**src/rtl/ter_poly_ctrl.sv**
```systemverilog
// ter_poly_ctrl: streams two ternary polynomials through a coefficient-wise
// add/sub/mul/neg unit into a result sink with backpressure.
module ter_poly_ctrl #(
    parameter int N  = 701,
    parameter int AW = 10
) (
    input  logic          clk,
    input  logic          rst,
    input  logic          start,
    input  logic [1:0]    op,
    output logic          busy,
    output logic          done,
    output logic          err,
    output logic          rd_en,
    output logic [AW-1:0] rd_addr,
    input  logic [1:0]    a_data,
    input  logic [1:0]    b_data,
    output logic          wr_en,
    output logic [AW-1:0] wr_addr,
    output logic [1:0]    wr_data,
    input  logic          wr_ready
);

    typedef enum logic [1:0] {IDLE, RUN, DRAIN, DONE} state_t;

    localparam logic [AW-1:0] LAST = AW'(N - 1);
    localparam logic [1:0] OP_ADD = 2'b00;
    localparam logic [1:0] OP_SUB = 2'b01;
    localparam logic [1:0] OP_MUL = 2'b10;

    state_t        state, state_nx;
    logic [1:0]    op_q;
    logic [AW-1:0] idx;
    logic          rd_vld;
    logic [AW-1:0] rd_tag;
    logic          skid_vld;
    logic [AW-1:0] skid_addr;
    logic [1:0]    skid_data;
    logic          stall;
    logic          last_wr;
    logic          bad;
    logic [1:0]    x, y;
    logic [1:0]    res;

    // Internal value domain: 0, 1, 2 (= -1); the invalid code maps to 0.
    function automatic logic [1:0] dec(input logic [1:0] c);
        case (c)
            2'b01:   return 2'd1;
            2'b11:   return 2'd2;
            default: return 2'd0;
        endcase
    endfunction

    function automatic logic [1:0] enc(input logic [1:0] v);
        case (v)
            2'd1:    return 2'b01;
            2'd2:    return 2'b11;
            default: return 2'b00;
        endcase
    endfunction

    function automatic logic [1:0] neg3(input logic [1:0] v);
        case (v)
            2'd1:    return 2'd2;
            2'd2:    return 2'd1;
            default: return 2'd0;
        endcase
    endfunction

    function automatic logic [1:0] red3(input logic [2:0] s);
        return (s >= 3'd3) ? 2'(s - 3'd3) : s[1:0];
    endfunction

    assign stall   = wr_en & ~wr_ready;
    assign rd_en   = (state == RUN) & ~stall;
    assign rd_addr = rd_en ? idx : '0;
    assign busy    = (state == RUN) | (state == DRAIN);
    assign done    = (state == DONE);
    assign last_wr = wr_en & wr_ready & (wr_addr == LAST);

    always_comb begin
        x   = dec(a_data);
        y   = dec(b_data);
        bad = (a_data == 2'b10) | ((b_data == 2'b10) & (op_q != 2'b11));
        case (op_q)
            OP_ADD:  res = enc(red3({1'b0, x} + {1'b0, y}));
            OP_SUB:  res = enc(red3({1'b0, x} + {1'b0, neg3(y)}));
            OP_MUL:  res = enc(red3({1'b0, x} * {1'b0, y}));
            default: res = enc(neg3(x));
        endcase
    end

    always_comb begin
        state_nx = state;
        unique case (state)
            IDLE:  if (start) state_nx = RUN;
            RUN:   if (rd_en && idx == LAST) state_nx = DRAIN;
            DRAIN: if (last_wr) state_nx = DONE;
            DONE:  state_nx = IDLE;
            default: state_nx = IDLE;
        endcase
    end

    always_ff @(posedge clk) begin
        if (!rst) begin
            state     <= IDLE;
            op_q      <= '0;
            err       <= 1'b0;
            idx       <= '0;
            rd_vld    <= 1'b0;
            rd_tag    <= '0;
            skid_vld  <= 1'b0;
            skid_addr <= '0;
            skid_data <= '0;
            wr_en     <= 1'b0;
            wr_addr   <= '0;
            wr_data   <= '0;
        end else begin
            state  <= state_nx;
            rd_vld <= rd_en;
            rd_tag <= rd_addr;
            if (state == IDLE && start) begin
                op_q <= op;
                err  <= 1'b0;
                idx  <= '0;
            end else if (rd_en) begin
                idx <= (idx == LAST) ? '0 : idx + 1'b1;
            end
            if (rd_vld && bad) err <= 1'b1;
            // Output stage advances unless the sink holds it; the skid
            // slot catches the one coefficient already in flight.
            if (!stall) begin
                if (skid_vld) begin
                    wr_en    <= 1'b1;
                    wr_addr  <= skid_addr;
                    wr_data  <= skid_data;
                    skid_vld <= 1'b0;
                end else begin
                    wr_en <= rd_vld;
                    if (rd_vld) begin
                        wr_addr <= rd_tag;
                        wr_data <= res;
                    end
                end
            end else if (rd_vld) begin
                skid_vld  <= 1'b1;
                skid_addr <= rd_tag;
                skid_data <= res;
            end
        end
    end

endmodule

```
**config.mk**
```make
export PLATFORM = sky130hd
export DESIGN_NAME = ter_poly_ctrl
export DESIGN_NICKNAME = d
export VERILOG_FILES = /design/src/rtl/ter_poly_ctrl.sv
export SDC_FILE = /design/constraint.sdc
export NUM_CORES = 1
export LEC_CHECK = 0
export CAP_MARGIN = 20
export CORE_ASPECT_RATIO = 1.5
export CORE_MARGIN = 2
export CORE_UTILIZATION = 43
export DETAILED_ROUTE_END_ITERATION = 10
export PLACE_DENSITY_LB_ADDON = 0.25
export SETUP_SLACK_MARGIN = 0.5
export SLEW_MARGIN = 20
export SYNTH_ARGS = -nofsm -noshare
export SYNTH_HDL_FRONTEND = slang
export SYNTH_SLANG_ARGS = --single-unit
```
**constraint.sdc**
```tcl
create_clock -name clk -period 2.8 [get_ports clk]
set_clock_uncertainty 0.15 [all_clocks]
set_input_delay 0.28 -clock clk [delete_from_list [all_inputs] [get_ports clk]]
set_output_delay 0.28 -clock clk [all_outputs]
set_load 0.005 [all_outputs]
```
==> impl_metrics.csv, run 1 <==
group,metric,value,unit
clock_tree,tritoncts.num_buffers,5,
route,routed_via_density,5.15,
clock_tree,tritoncts,"built",
finish,syn_to_final_growth,28.7,%
finish,final_common_cell,"dfxtp_1",
synth,synthFlopType,"dfxtp_1",
worst_setup_path,timing.rr.start,"idx[0]$_SDFFE_PP0P_",
finish,diodes,0,
sta,timing.final.ws_setup,0.139,ns
sta,period_needed,2.66,ns
floorplanning,die_h,98.9,um
worst_setup_path,cp_max_fo,4,
finish,instances_no_fill,414,
sta,fmax,376,MHz
placed_design,place_hpwl,4030,um
sta,relSlewSlack,70.0,%
worst_setup_path,worstSetupPathDepth,12,
hold_path,hold_class,"input pin to register",
grt,antenna_found_initial,0,
power_and_ir_drop,pwr-share-clk,21.1,%
synth,ys_seq_area_share,40.3,%
power_and_ir_drop,power_frac_seq,42.2,%
sta,hold_viol_final,0,
route,first_iter_violations,116,
clock_tree,hold_buffers,0,
placed_design,gp_congestion,0.861,
route,drc,0,
clock_tree,cts_sinks,52,
route,firstDrtPassIters,4,
power_and_ir_drop,swShare,32.8,%
sta,layout_worst_path_cycle_share,95.0,%
placed_design,place_ws,-0.601,ns
worst_setup_path,reg2reg_to,"idx[6]$_SDFFE_PP0P_",
grt,grt_max_degree,29,
worst_setup_path,max_stage_delay,0.50,ns
grt,grt_overflow_total,0,
worst_setup_path,critPathLaunch,"b_data[0]",
synth,synth_top_area_share,40.3,%
synth,yosysUniqueCellTypes,39,
grt,track_usage,17.6,%
floorplanning,die_w,67.2,um
synth,syn_avg_cell_area,8.84,sq um
clock_tree,cts_root_buf,"clkbuf_8",
sta,maxSlewViolCount,0,
clock_tree,cts_buffer_depth,2,
synth,syn_area,2580,sq um
synth,synth_edf_count,0,
floorplanning,initial_utilization,44.6,%
power_and_ir_drop,p_sw,0.000685,W
placed_design,placed_cells,400,
floorplanning,core,5790,sq um
worst_setup_path,crit_path_frequent_cell,"nor2_1",
synth,synthTopCellsByArea,"dfxtp_1 40%, ha_1 8.2%, nand2_1 5.4%, a21oi_1 4.7%, mux2i_1 4.7%",
route,ant_nets,0,
worst_setup_path,r2r_cells,6,
synth,synth_top_cell_by_area,"dfxtp_1",
power_and_ir_drop,power.total,0.00208,W
route,drt-total-wl,5410,um
route,vias,2133,
finish,nNetsFinal,370,
grt,grt_pass1_vias,1956,
worst_setup_path,cp_data_arrival_time,2.75,ns
worst_setup_path,endpoint_kind,"register",
worst_setup_path,crit_path_cell_trace,"buf_8 > and2_4 > ha_4 > fa_1 > ha_2 > nor3_2 > nor2_1 > nor2_1 > ha_1 > mux4_2 > o21ai_2 > a31o_2",
synth,async_flop_share,0,%
finish,layout_common_cells,"52 x dfxtp_1, 37 x nand2_1, 32 x clkdlybuf4s50_1",
placed_design,portBuffers,36,
worst_setup_path,cp_top_family,"adder cells",
sta,setup_viol,0,
sta,tns,0,ns
clock_tree,path_clk_slew,0.10,ns
sta,rsz0062_at_grt,"yes",
worst_setup_path,criticalPathCategory,"input pin to register",
power_and_ir_drop,p_comb_share,36.7,%
power_and_ir_drop,powerDensity,628,nW/um^2
route,wire_per_inst,13.1,um
worst_setup_path,worstPathRequired,2.89,ns
clock_tree,htreeDepth,2,
synth,ys_ff_latch,52,
grt,grt_pass1_wl,9080,um
finish,layout-drive-gt1-share,16.7,%
floorplanning,io-pin-count,37,
synth,yosysWarnings,0,
worst_setup_path,critPathCapture,"wr_data[0]$_SDFFE_PN0P_",
worst_setup_path,r2r_slack,1.03,ns
worst_setup_path,cp_slowest_cell,"fa_1",
worst_setup_path,cp-start-kind,"input pin",
floorplanning,fp.dieArea,6650,sq um
sta,whs,0.250,ns
synth,synth.net_count,321,
floorplanning,num_rows,34,
sta,worst_pin_slew,0.451,ns
power_and_ir_drop,vdd_ir_drop_max,468,uV
clock_tree,clk-insertion-delay-late,0.30,ns
run,drv_cap,0,
power_and_ir_drop,cellLeakagePower,1.25,nW
synth,syn_inst,292,
status,status,"completed",
worst_setup_path,worst-path-buf-inv,1,
power_and_ir_drop,power.internal,0.00140,W
[state kept, by name, summed over array words and instances (netlist names), 2 cells and up]
register and count:
state 2, skid_data 2, op_q 2, wr_data 2
skid_addr 10, idx 10, rd_tag 10, wr_addr 10
[cell usage after synthesis, drive strengths merged, types with 6 or more instances]
master	n
mux2i	12
nand3	6
nand2	37
or3	7
buf	7
dfxtp	52
nor2	26
inv	11
ha	17
clkbuf	6
nor3	9
o21ai	11
and2	7
a21oi	24
a211oi	12
and3	15
[tightest hold or removal path, cell delays in order]
cell	delay (ns)
buf_8	0.10
inv_1	0.04
a211oi_1	0.04
o21ai_0	0.14
a21oi_1	0.07
[metrics by stage]
stage	utilization (%)	area [sq um]
2_1_floorplan	-	2630
3_3_place_gp	53.9	3120
3_5_place_dp	53.9	3120
4_1_cts	56.5	3270
5_1_grt	57.4	3320
6_report	57.4	3320
[kinds of logic (layout without fill, tap and decap cells)]
kind of cell | Yosys count | after routing | share of synthesized area (%)
compound gates | 56 | 56 | 14.3
flops | 52 | 52 | 40.3
fa+ha+maj | 19 | 19 | 9.80
mux | 14 | 14 | 6.40
buf+inv | 24 | 74 | 3.83
xor+xnor | 3 | 3 | 1.02
simple gates | 124 | 124 | 24.3
[cell type report]
cell class	count	area, sq um
timing repair buffer	55	515
sequential	52	1040
clock buffer	5	68.8
tap	72	90.1
inverter	11	41.3
multi-input combinational	216	1540
fill	548	2470
clock inverter	3	26.3
[worst min-delay path by stage]
stage	startpoint	to	cells past startpoint	slack [ns]
2_1_floorplan	op[1]	op_q[1]$_SDFFE_PN0P_	2	0.28
3_3_place_gp	rd_tag[5]$_SDFF_PN0_	skid_addr[5]$_SDFFE_PN0P_	2	0.29
3_5_place_dp	rd_tag[1]$_SDFF_PN0_	skid_addr[1]$_SDFFE_PN0P_	2	0.30
4_1_cts	b_data[1]	err$_SDFFE_PN0P_	5	0.25
5_1_grt	b_data[1]	err$_SDFFE_PN0P_	5	0.28
6_report	b_data[1]	err$_SDFFE_PN0P_	5	0.25
[repair_timing]
action	4_1_cts	5_1_grt
resized for setup	32	3
pin swaps	12	9
cloned	0	0
endpoints found under the setup margin	15	7
buffers inserted	1	5
[layer usage]
layer	part of all wire [%]	global-route usage (%)	wire length [um]
met1	46	23.6	2510
met2	48	28.1	2610
met3	3.4	3.08	183
met4	1.9	5.97	104
met5	0	0	0
[power by group through the flow]
stage,clock network (W),logic (W),registers [W]
floorplan,0,0.000423,0.000887
global placement,0,0.000676,0.000892
detailed placement,0,0.000685,0.000896
CTS,0.000453,0.000719,0.000882
global route,0.000479,0.000848,0.000894
finish,0.000439,0.000765,0.000880
No activity file was read; power rests on OpenSTA's default activity.
==> run 2: changes to the inputs <==
--- a/config.mk
+++ b/config.mk
@@ -6,5 +6,4 @@
 export NUM_CORES = 1
 export LEC_CHECK = 0
-export CAP_MARGIN = 20
 export CORE_ASPECT_RATIO = 1.5
 export CORE_MARGIN = 2
==> constraint.sdc (replaced) <==
create_clock -name clk -period 2.8 [get_ports clk]
set_clock_uncertainty 0.15 [all_clocks]
set_input_delay 0.28 -clock clk [delete_from_list [all_inputs] [get_ports clk]]
set_output_delay 0.28 -clock clk [all_outputs]
set_load 0.05 [all_outputs]
==> run 2 against run 1 <==
Against the previous run:
- cell count decreased by 1.7%
- register-to-register slack lost 0.08 ns
- sequential cell count unchanged
- count of clock-buffer cells in the layout up 1
- global-route usage about the same
- combinational power grew 25%
- largest cell class unchanged
- largest power group is now combinational logic
- highest routed layer unchanged
==> impl_metrics.csv, run 2 (synthesized netlist as in run 1, its figures left out) <==
group,metric,value,unit
power_and_ir_drop,cellLeakagePower,1.26,nW
finish,nNetsFinal,363,
worst_setup_path,criticalPathCategory,"input pin to register",
hold_path,min_from,"b_data[1]",
worst_setup_path,endpoint_kind,"register",
finish,layout-drive-gt1-share,19.4,%
power_and_ir_drop,vdd_ir_drop_max,447,uV
clock_tree,tritoncts.num_buffers,5,
power_and_ir_drop,pwr-share-clk,21.9,%
finish,fill_cells,537,
worst_setup_path,reg2reg_to,"idx[5]$_SDFFE_PP0P_",
grt,grt_pass1_wl,9070,um
clock_tree,cts_sinks,52,
route,wire_per_inst,13.2,um
grt,track_usage,17.6,%
worst_setup_path,worstPathRequired,2.90,ns
placed_design,gp_congestion,0.827,
power_and_ir_drop,p_comb_share,40.8,%
floorplanning,fp.dieArea,6650,sq um
worst_setup_path,cp_slowest_cell,"fa_2",
clock_tree,path_clk_slew,0.09,ns
placed_design,portBuffers,36,
floorplanning,die_w,67.2,um
floorplanning,initial_utilization,44.6,%
clock_tree,clk-insertion-delay-late,0.30,ns
route,ant_nets,0,
sta,rsz0062_at_grt,"yes",
power_and_ir_drop,powerDensity,706,nW/um^2
worst_setup_path,crit_path_cell_trace,"buf_8 > and2_4 > ha_4 > fa_2 > ha_4 > nor3_4 > o21bai_2 > ha_1 > mux4_2 > o21ai_2 > a31o_2",
sta,relSlewSlack,67.2,%
route,first_iter_violations,94,
grt,grt_overflow_total,0,
placed_design,place_hpwl,3970,um
finish,syn_to_final_growth,29.0,%
power_and_ir_drop,p_sw,0.000901,W
run,drv_cap,0,
clock_tree,cts_buffer_depth,2,
finish,diodes,0,
hold_path,hold_end,"err$_SDFFE_PN0P_",
sta,period_needed,2.64,ns
grt,antenna_found_initial,0,
sta,layout_worst_path_cycle_share,94.2,%
grt,grt_pass1_vias,1980,
finish,layout_common_cells,"52 x dfxtp_1, 35 x nand2_1, 24 x a21oi_1",
finish,final_common_cell,"dfxtp_1",
grt,grt_max_degree,29,
sta,fmax,379,MHz
sta,worst_pin_slew,0.491,ns
worst_setup_path,r2r_slack,0.95,ns
clock_tree,tritoncts,"built",
status,status,"completed",
power_and_ir_drop,power_frac_seq,37.3,%
route,vias,2129,
worst_setup_path,cp_data_arrival_time,2.74,ns
worst_setup_path,cp-start-kind,"input pin",
power_and_ir_drop,power.total,0.00235,W
sta,hold_viol_final,0,
worst_setup_path,crit_path_frequent_cell,"ha_4",
power_and_ir_drop,power.internal,0.00145,W
floorplanning,die_h,98.9,um
route,firstDrtPassIters,4,
hold_path,whs_path_depth,5,
worst_setup_path,cp_max_fo,4,
sta,maxSlewViolCount,0,
route,routed_via_density,5.23,
floorplanning,core,5790,sq um
route,drc,0,
sta,setup_viol,0,
route,drt-total-wl,5370,um
power_and_ir_drop,swShare,38.4,%
hold_path,hold_class,"input pin to register",
worst_setup_path,r2r_cells,7,
clock_tree,htreeDepth,2,
floorplanning,io-pin-count,37,
clock_tree,hold_buffers,0,
clock_tree,cts_root_buf,"clkbuf_8",
worst_setup_path,timing.rr.start,"state[1]$_SDFFE_PN0P_",
worst_setup_path,max_stage_delay,0.60,ns
clock_tree,postCtsSetupBuffers,0,
floorplanning,num_rows,34,
sta,whs,0.258,ns
==> run 2: layout make-up <==
| type | instances | area (sq um) | area share, % |
|---|---|---|---|
| Sequential cell | 52 | 1040 | 31.3 |
| Multi-Input combinational cell | 216 | 1560 | 47.0 |
| Clock inverter | 2 | 38.8 | 1.17 |
| Tap cell | 72 | 90.1 | 2.71 |
| Clock buffer | 6 | 72.6 | 2.18 |
| Inverter | 11 | 41.3 | 1.24 |
| Timing Repair Buffer | 48 | 480 | 14.4 |
==> run 2: timing repair <==
action | in CTS | in global routing
endpoints found under the setup margin | 5 | 8
endpoints found under the hold margin | 0 | 0
pin swaps | 10 | 7
resized for setup | 28 | 13
==> run 2: worst max path at each step <==
stage	slack (ns)	start	to	cells after the start
after floorplan	0.03	b_data[0]	wr_data[0]$_SDFFE_PN0P_	10
after detailed placement	-0.60	a_data[0]	wr_data[0]$_SDFFE_PN0P_	11
after global placement	-0.51	b_data[0]	wr_data[0]$_SDFFE_PN0P_	12
after CTS	0.19	b_data[1]	wr_data[0]$_SDFFE_PN0P_	11
after global routing	0.10	b_data[1]	wr_data[0]$_SDFFE_PN0P_	11
final	0.16	b_data[1]	wr_data[0]$_SDFFE_PN0P_	11
==> run 2: through the flow <==
| stage | std cells | worst slack, ns | instance area (sq um) | TNS [ns] | utilization [%] |
|---|---|---|---|---|---|
| detailed placement | 399 | -0.603 | 3140 | -2.09 | 54.2 |
| finish | 407 | 0.161 | 3330 | 0 | 57.5 |
| floorplan | 292 | 0.0318 | 2630 | 0 | - |
| CTS | 407 | 0.186 | 3270 | 0 | 56.6 |
| global route | 407 | 0.100 | 3330 | 0 | 57.5 |
| global placement | 399 | -0.515 | 3140 | -1.78 | 54.2 |
==> run 2: worst max-delay path, delay by kind of cell <==
kind	cells	cell delay, ns
muxes	1	0.48
adders and majority gates	4	1.19
and+or+nand+nor	2	0.20
buffers and inverters	1	0.10
AOI/OAI and AO/OA	3	0.48
==> run 2: per-layer routing <==
layer | GRT usage (%) | wire (um) | part of all wire (%)
met1 | 22.4 | 2470 | 46
met2 | 28.3 | 2600 | 48
met3 | 3.77 | 163 | 3.0
met4 | 7.54 | 142 | 2.6
met5 | 0 | 0 | 0
==> run 2: power groups by stage <==
stage               Combinational [W]  Clock (W)  Sequential [W]
finish                       0.000957   0.000515        0.000875
global route                  0.00104   0.000562        0.000886
CTS                          0.000938   0.000530        0.000877
detailed placement           0.000939          0        0.000896
global placement             0.000932          0        0.000893
floorplan                    0.000513          0         0.00104
==> run 3: changes to the inputs <==
Settings changed: MAX_ROUTING_LAYER from default to met4.
==> run 3 against run 2 <==
Against the previous run:
- critical path depth did not move
- count of clock-buffer cells in the layout is the same
- worst hold slack about the same
- cell count is the same
- fmax about the same
- non-clock buffer count unchanged
- total power about the same
- die area did not move
- utilization stayed put
- critical path type unchanged
- largest power group unchanged
==> impl_metrics.csv, run 3 (synthesized netlist as in run 1, its figures left out) <==
group,metric,value,unit
status,status,"completed",
placed_design,place_hpwl,3970,um
worst_setup_path,cp_top_family,"adder cells",
finish,layout_common_cells,"52 x dfxtp_1, 35 x nand2_1, 24 x a21oi_1",
power_and_ir_drop,cellLeakagePower,1.26,nW
sta,maxSlewViolCount,0,
sta,worst_pin_slew,0.491,ns
worst_setup_path,cp_data_arrival_time,2.74,ns
clock_tree,tritoncts,"built",
hold_path,hold_class,"input pin to register",
clock_tree,postCtsSetupBuffers,0,
worst_setup_path,r2r_slack,0.96,ns
route,firstDrtPassIters,4,
route,wire_per_inst,13.2,um
clock_tree,cts_root_buf,"clkbuf_8",
worst_setup_path,max_stage_delay,0.60,ns
worst_setup_path,crit_path_frequent_cell,"ha_4",
worst_setup_path,reg2reg_to,"idx[5]$_SDFFE_PP0P_",
sta,timing.final.ws_setup,0.161,ns
finish,syn_to_final_growth,29.0,%
sta,tns,0,ns
floorplanning,initial_utilization,44.6,%
worst_setup_path,criticalPathCategory,"input pin to register",
grt,grt_pass1_vias,1975,
placed_design,portBuffers,36,
worst_setup_path,endpoint_kind,"register",
clock_tree,path_clk_slew,0.09,ns
power_and_ir_drop,vdd_ir_drop_max,445,uV
power_and_ir_drop,powerDensity,705,nW/um^2
route,drc,0,
worst_setup_path,timing.rr.start,"state[1]$_SDFFE_PN0P_",
sta,rsz0062_at_grt,"yes",
placed_design,gp_congestion,0.839,
route,drt-total-wl,5360,um
clock_tree,cts_sinks,52,
grt,antenna_found_initial,0,
route,ant_nets,0,
floorplanning,io-pin-count,37,
sta,hold_viol_final,0,
sta,fmax,379,MHz
grt,grt_overflow_total,0,
route,routed_via_density,5.23,
floorplanning,num_rows,34,
finish,diodes,0,
sta,layout_worst_path_cycle_share,94.3,%
floorplanning,die_w,67.2,um
finish,final_area,3330,sq um
route,vias,2130,
clock_tree,htreeDepth,2,
floorplanning,die_h,98.9,um
clock_tree,hold_buffers,0,
worst_setup_path,cp-start-kind,"input pin",
worst_setup_path,worstPathRequired,2.90,ns
hold_path,min_from,"b_data[1]",
grt,grt_pass1_wl,9070,um
clock_tree,tritoncts.num_buffers,5,
sta,setup_viol,0,
worst_setup_path,cp_max_fo,4,
hold_path,hold_end,"err$_SDFFE_PN0P_",
worst_setup_path,r2r_cells,7,
sta,relSlewSlack,67.2,%
finish,final_common_cell,"dfxtp_1",
finish,fill_cells,537,
floorplanning,core,5790,sq um
clock_tree,clk-insertion-delay-late,0.30,ns
placed_design,place_area,3140,sq um
worst_setup_path,worst-path-buf-inv,1,
route,first_iter_violations,107,
grt,grt_max_degree,29,
finish,layout-drive-gt1-share,19.4,%
finish,nNetsFinal,363,
worst_setup_path,crit_path_cell_trace,"buf_8 > and2_4 > ha_4 > fa_2 > ha_4 > nor3_4 > o21bai_2 > ha_1 > mux4_2 > o21ai_2 > a31o_2",
floorplanning,fp.dieArea,6650,sq um
clock_tree,cts_buffer_depth,2,
hold_path,whs_path_depth,5,
worst_setup_path,cp_slowest_cell,"fa_2",
placed_design,place_ws,-0.603,ns
sta,period_needed,2.64,ns
grt,track_usage,18.0,%
run,drv_cap,0,
## run 3: worst max-delay path by stage
| stage | from | end | slack [ns] | cells after the start |
|---|---|---|---|---|
| after floorplan | b_data[0] | wr_data[0]$_SDFFE_PN0P_ | 0.03 | 10 |
| after global placement | b_data[0] | wr_data[0]$_SDFFE_PN0P_ | -0.51 | 12 |
| after detailed placement | a_data[0] | wr_data[0]$_SDFFE_PN0P_ | -0.60 | 11 |
| after CTS | b_data[1] | wr_data[0]$_SDFFE_PN0P_ | 0.19 | 11 |
| after global routing | b_data[1] | wr_data[0]$_SDFFE_PN0P_ | 0.1 | 11 |
| final | b_data[1] | wr_data[0]$_SDFFE_PN0P_ | 0.16 | 11 |
## run 3: final cells by class
cell class,count,area (sq um),area share (%)
sequential,52,1040,31.3
multi-input combinational,216,1560,47.0
timing repair buffer,48,480,14.4
clock buffer,6,72.6,2.18
inverter,11,41.3,1.24
clock inverter,2,38.8,1.17
tap,72,90.1,2.71
## run 3: layer usage
metal,GRT usage [%],up-vias,part of all wire [%]
met5,-,-,0
met4,7.54,0,2.7
met3,3.20,12,2.7
met2,28.3,43,49
met1,22.5,973,46
li1,-,1102,-
## run 3: report_power, final
part	internal, W	switching (W)	total, W
clock	0.000270	0.000245	0.000515
sequential	0.000814	0.0000610	0.000875
combinational	0.000362	0.000594	0.000956
## run 3: tightest hold or removal path, delay by kind of cell
family | cells | cell delay, ns
buf+inv | 2 | 0.14
compound gates | 3 | 0.25
## run 3: through the flow
stage	hold WS [ns]	util [%]	instances	power, W
floorplan	0.277	-	292	0.00155
global placement	0.288	54.2	399	0.00182
detailed placement	0.296	54.2	399	0.00184
CTS	0.253	56.6	407	0.00235
global route	0.286	57.5	407	0.00248
finish	0.258	57.5	407	0.00235
## run 3: what timing repair did
item                       in CTS  in global routing
cloned                          0                  0
setup endpoints to repair       5                  8
gates resized for setup        28                 13
pin swaps                      10                  7
